==> config.mk <==
export PLATFORM = sky130hd
export DESIGN_NAME = fusion_psum_accumulator
export DESIGN_NICKNAME = d
export VERILOG_FILES = /design/src/rtl/fusion_psum_accumulator.sv
export SDC_FILE = /design/constraint.sdc
export NUM_CORES = 1
export LEC_CHECK = 0
export BUFFER_PORTS_ARGS = -buffer_cell sky130_fd_sc_hd__buf_2
export CAP_MARGIN = 30
export CORE_UTILIZATION = 55
export CTS_BUF_LIST = sky130_fd_sc_hd__clkbuf_16
export DETAILED_ROUTE_END_ITERATION = 6
export HOLD_SLACK_MARGIN = 0.12
export PLACE_DENSITY = 0.76
export SYNTH_ARGS = -nofsm -noshare
export SYNTH_HDL_FRONTEND = slang
export SYNTH_SLANG_ARGS = --single-unit
==> constraint.sdc <==
create_clock -name clk -period 7.85 [get_ports clk]
set_clock_uncertainty 0.05 [all_clocks]
set_input_delay 0.785 -clock clk [delete_from_list [all_inputs] [get_ports clk]]
set_output_delay 0.785 -clock clk [all_outputs]
set_load 0.02 [all_outputs]
==> src/rtl/fusion_psum_accumulator.sv <==
// -----------------------------------------------------------------------------
// fusion_psum_accumulator
//
// Purpose:
//   Accumulates the fusion unit's 8-bit partial sums into a wide signed result.
//   Each beat is sign- or zero-extended, shifted left by a per-beat amount and
//   added to the running sum. The running sum saturates at the signed ACC_W
//   range. A finished sum is presented on acc_out with a valid/ready handshake.
//   Splitting a wide multiply over several narrow beats, or reducing a dot
//   product, both map onto this single structure.
//
// Ports:
//   clk        clock; all state updates on the rising edge
//   rst        asynchronous, active-high reset
//   psum_in    partial sum beat from the fusion unit
//   s_psum     1: psum_in is two's complement; 0: psum_in is unsigned
//   shift_amt  left shift applied to the extended beat
//   in_first   beat opens a new accumulation
//   in_last    beat closes the accumulation
//   in_valid   beat present
//   in_ready   beat can be accepted (combinational)
//   acc_out    finished signed sum
//   out_valid  acc_out holds a finished sum
//   out_ready  consumer takes acc_out
//   sat        finished sum was clamped (qualified by out_valid)
//   overrun    sticky: too many beats without in_last; cleared only by rst
//   beat_cnt   beats accepted in the current accumulation
// -----------------------------------------------------------------------------
module fusion_psum_accumulator #(
    parameter int PSUM_W    = 8,
    parameter int ACC_W     = 24,
    parameter int SHIFT_W   = 4,
    parameter int MAX_BEATS = 64
) (
    input  logic               clk,
    input  logic               rst,
    input  logic [PSUM_W-1:0]  psum_in,
    input  logic               s_psum,
    input  logic [SHIFT_W-1:0] shift_amt,
    input  logic               in_first,
    input  logic               in_last,
    input  logic               in_valid,
    output logic               in_ready,
    output logic [ACC_W-1:0]   acc_out,
    output logic               out_valid,
    input  logic               out_ready,
    output logic               sat,
    output logic               overrun,
    output logic [6:0]         beat_cnt
);

    // One guard bit above the accumulator width lets overflow be detected.
    localparam int SUM_W = ACC_W + 1;
    localparam logic [6:0] MAX_CNT = 7'(MAX_BEATS);

    typedef enum logic [1:0] {
        IDLE  = 2'd0,
        ACCUM = 2'd1,
        HOLD  = 2'd2
    } state_t;

    // Extend a beat to the working sum width.
    function automatic logic [SUM_W-1:0] ext_psum(
        input logic [PSUM_W-1:0] p,
        input logic              is_signed
    );
        ext_psum = {{(SUM_W - PSUM_W){is_signed & p[PSUM_W-1]}}, p};
    endfunction

    // Clamp a guard-bit sum to the signed ACC_W range.
    // Returns {clamp_flag, clamped_value}. The two top bits disagree exactly
    // when the value no longer fits in ACC_W signed bits.
    function automatic logic [ACC_W:0] sat_clamp(input logic [SUM_W-1:0] v);
        if (!v[SUM_W-1] && v[SUM_W-2]) begin
            sat_clamp = {1'b1, 1'b0, {(ACC_W-1){1'b1}}};
        end else if (v[SUM_W-1] && !v[SUM_W-2]) begin
            sat_clamp = {1'b1, 1'b1, {(ACC_W-1){1'b0}}};
        end else begin
            sat_clamp = {1'b0, v[ACC_W-1:0]};
        end
    endfunction

    state_t             state_r;
    state_t             state_nxt_s;
    logic [ACC_W-1:0]   acc_r;
    logic               sat_acc_r;
    logic [ACC_W-1:0]   acc_out_r;
    logic               out_valid_r;
    logic               sat_r;
    logic               overrun_r;
    logic [6:0]         beat_cnt_r;

    logic               in_ready_s;
    logic               accept_s;
    logic               start_s;
    logic [SUM_W-1:0]   term_s;
    logic [SUM_W-1:0]   base_s;
    logic [SUM_W-1:0]   sum_s;
    logic               clamp_now_s;
    logic [ACC_W-1:0]   clamped_s;
    logic               sat_nxt_s;

    assign in_ready_s = (state_r != HOLD) | out_ready;
    assign in_ready   = in_ready_s;
    assign acc_out    = acc_out_r;
    assign out_valid  = out_valid_r;
    assign sat        = sat_r;
    assign overrun    = overrun_r;
    assign beat_cnt   = beat_cnt_r;

    // Datapath: extend, shift, add and clamp the current beat.
    always_comb begin
        accept_s = in_valid & in_ready_s;
        // Any beat outside ACCUM opens a fresh sum even without in_first.
        start_s  = in_first | (state_r != ACCUM);
        term_s   = ext_psum(psum_in, s_psum) << shift_amt;
        if (start_s) begin
            base_s = {SUM_W{1'b0}};
        end else begin
            base_s = {acc_r[ACC_W-1], acc_r};
        end
        sum_s                    = base_s + term_s;
        {clamp_now_s, clamped_s} = sat_clamp(sum_s);
        if (start_s) begin
            sat_nxt_s = clamp_now_s;
        end else begin
            sat_nxt_s = sat_acc_r | clamp_now_s;
        end
    end

    // Next-state logic.
    always_comb begin
        state_nxt_s = state_r;
        case (state_r)
            IDLE, ACCUM: begin
                if (accept_s) begin
                    state_nxt_s = in_last ? HOLD : ACCUM;
                end else begin
                    state_nxt_s = state_r;
                end
            end
            HOLD: begin
                if (accept_s) begin
                    state_nxt_s = in_last ? HOLD : ACCUM;
                end else if (out_ready) begin
                    state_nxt_s = IDLE;
                end else begin
                    state_nxt_s = HOLD;
                end
            end
            default: state_nxt_s = IDLE;
        endcase
    end

    // State register.
    always_ff @(posedge clk or posedge rst) begin
        if (rst) begin
            state_r <= IDLE;
        end else begin
            state_r <= state_nxt_s;
        end
    end

    // Running sum, its clamp history, beat counter and overrun flag.
    always_ff @(posedge clk or posedge rst) begin
        if (rst) begin
            acc_r      <= {ACC_W{1'b0}};
            sat_acc_r  <= 1'b0;
            beat_cnt_r <= 7'd0;
            overrun_r  <= 1'b0;
        end else if (accept_s) begin
            acc_r     <= clamped_s;
            sat_acc_r <= sat_nxt_s;
            if (start_s) begin
                beat_cnt_r <= 7'd1;
            end else if (beat_cnt_r == MAX_CNT) begin
                // Counter pins at the limit; the sum itself keeps going.
                if (!in_last) begin
                    overrun_r <= 1'b1;
                end
            end else begin
                beat_cnt_r <= beat_cnt_r + 7'd1;
            end
        end
    end

    // Output register: capture on the closing beat, drop valid on handshake.
    always_ff @(posedge clk or posedge rst) begin
        if (rst) begin
            acc_out_r   <= {ACC_W{1'b0}};
            sat_r       <= 1'b0;
            out_valid_r <= 1'b0;
        end else if (accept_s && in_last) begin
            acc_out_r   <= clamped_s;
            sat_r       <= sat_nxt_s;
            out_valid_r <= 1'b1;
        end else if (out_ready) begin
            out_valid_r <= 1'b0;
        end
    end

endmodule

==> flow_summary.toml <==
[status]
status = "finished clean"

[critical_path]
criticalPathCategory = "in2reg"
startpoint = "shift_amt[0]"
crit_required_ns = 8.01
path_common_cell = "a21oi_1"
cp_max_fo = 16
crit_cells = 18
cp.buffers_inverters = 1
critical_path.slowest_cell = "ha_1"
cp_top_family = "compound AO/OA/AOI/OAI gates"
max_stage_delay_ns = 0.55
endpoint_kind = "flip-flop"
rr_startpoint = "state_r[1]"
startpoint_type = "input port"
cp.arrival_ns = 5.34
reg2reg_depth = 14
path_cells = "buf_2 -> mux2_2 -> o21ai_0 -> nor2_1 -> a21oi_1 -> nor2_1 -> ha_1 -> a21oi_1 -> a21boi_0 -> o211a_1 -> a21oi_1 -> o221ai_1 -> o211ai_1 -> xnor2_1 -> ha_1 -> and3_1 -> a21oi_1 -> o31ai_1"

[detailed_routing]
dr_wl_met3_um = 442
drc = 0
dr_wl_met2_um = 5260
met1_length_um = 5170
routedWlPerCell_um = 16.9
highest_layer = "met4"
finalWirelength_um = 11000
num_vias = 3923
via_per_inst = 6.03
dr.first_iter.drc_count = 221
antenna_left = 0
drt-pass1-iter-count = 5

[timing]
slew_headroom_pct = 33.5
finalCriticalPeriod_ns = 5.18
hold_violations = 0
setup_viol = 0
slew_violations = 0
fin_ws_ns = 2.67
rsz0062_at_grt = "no"
tightest_slew_ns = 0.996
clock.fmax_mhz = 193
setup_tns_ns = 0
fin_crit_sh_pct = 66.0

[yosys]
synthArstFlopShare_pct = 100
ys_warn_count = 0
syn-cell-area_mm2 = 0.00436
yosys-top-cells-area = "dfrtp_1, ha_1, a21oi_1"
synthCells = 504
synth.distinct_cells = 47
synth_edf_count = 0
ys_seq_area_share_pct = 35.0
yosysTopAreaCell = "dfrtp_1"
yosysTopAreaCellShare_pct = 35.0
dominantRegCellSynth = "dfrtp_1"
synth.avg_cell_area_um2 = 8.65
synth_nets = 553
ys_seq_elements = 61

[final_layout]
post-route-util_pct = 65.2
fillers = 658
diodes = 0
final_cells = 651
layout-area-overhead-vs-synth_pct = 15.0
final_common_cell = "dfrtp_1"
final_cell_mix = "dfrtp_1, nand2_1, buf_2"
drive_gt1_share_pct = 16.2
fin_nets = 593

[clock_network]
post-cts-setup-buffer-count = 0
tritoncts = "done"
cts_buffers = 9
cts_sinks = 61
cts_buffer_depth = 2
path_clk_slew_ns = 0.05
htreeDepth = 3
clk_latency_ns = 0.33
cts_root_buf = "clkbuf_16"
cts_resized = 0
postCtsHoldBufs = 0

[power]
leakage_uw = 0.00247
power_density_mw_per_mm2 = 258
irDropWorstVdd_v = 0.000194

[flow_run]
cap_violations = 0

[placement]
dp_hpwl_um = 8100
gp_congestion = 0.938
port_buffers = 53
pre_cts_slack_ns = 2.50
dp_cells = 635

[grt]
grt_usage_pct = 28.2
grt_pass1_wl_um = 18700
grt-ovfl-total = 0
antenna_found_initial = 0
grt_max_degree = 62
first_global_vias = 3849

[floorplanning]
dieArea_mm2 = 0.00829
fp.dieW_um = 91.0
num_rows = 32
initial_core_util_pct = 56.7
die_y_um = 91.0
io_pins = 54
core_area_mm2 = 0.00769

[min_path]
hold_class = "reg2reg"
hold_depth = 2
min-delay-start = "overrun"
-- per-layer routing --
metal  up-vias  track usage [%]
met3        15             4.52
met4         0             7.14
met5         -                0
li1       1922                -
met1      1874             38.5
met2       112             46.8
-- flip-flops by register name (all words and copies together), names as in the netlist --
signal,flops
state_r,2
acc_out,24
sat,1
acc_r,24
beat_cnt,7
sat_acc_r,1
overrun,1
out_valid,1
-- report_power, final --
part	switching (uW)	internal [uW]
clock	143	276
sequential	49.7	401
combinational	257	168
total	449	845
-- worst register-to-register path, stage by stage (launching register included) --
cell	delay, ns
dfrtp_1	0.41
nor3b_2	0.71
buf_4	0.33
and2_1	0.16
ha_1	0.31
o21ai_0	0.50
o211ai_1	0.14
a21oi_1	0.30
o221ai_1	0.19
o211ai_1	0.21
xnor2_1	0.18
ha_1	0.56
and3_1	0.52
a21oi_1	0.08
o31ai_1	0.10
-- cell type report --
class | count | area [um^2] | area share [%]
clock buffer | 9 | 225 | 4.49
clock inverter | 7 | 90.1 | 1.80
inverter | 15 | 56.3 | 1.12
multi-input combinational | 401 | 2680 | 53.5
sequential | 61 | 1530 | 30.4
tap | 102 | 128 | 2.55
timing repair buffer | 56 | 308 | 6.14
-- per-stage QoR --
step | total power, uW | instance area (um^2) | hold slack (ns)
after floorplan | 745 | 4360 | 0.390
after global placement | 860 | 4670 | 0.403
after detailed placement | 872 | 4700 | 0.413
after CTS | 1300 | 5010 | 0.429
after global routing | 1360 | 5010 | 0.448
final | 1290 | 5010 | 0.427
-- final timing paths --
| check | endpoint | slack [ns] |
|---|---|---|
| worst max-delay path | acc_r[10] | 2.67 |
| worst min-delay path | overrun | 0.43 |
| worst max register to register | acc_r[10] | 2.98 |
| worst min register to register | overrun | 0.43 |
| max in group asynchronous | acc_out[14] | 6.63 |
| min in group asynchronous | acc_out[22] | 0.63 |
-- Yosys cell counts (9+ instances only) --
cell type  instances
a21o_1            14
a21oi_1           48
a221o_1           21
and2_1            25
clkbuf_1          25
dfrtp_1           61
ha_1              29
inv_1             15
mux2_2            13
nand2_1           53
nor2_1            33
o21ai_0           40
o31ai_1            9
xor2_1            16
-- logic make-up after synthesis --
group / after synthesis / share of synthesized area (%)
adder cells (fa/ha/maj): 30 / 8.78
flip-flops: 61 / 35.0
multiplexers: 19 / 4.74
AO/OA/AOI/OAI: 171 / 25.6
buffers and inverters: 42 / 3.62
AND/OR/NAND/NOR: 157 / 17.5
XOR/XNOR: 24 / 4.82
No activity file was read; power rests on OpenSTA's default activity.
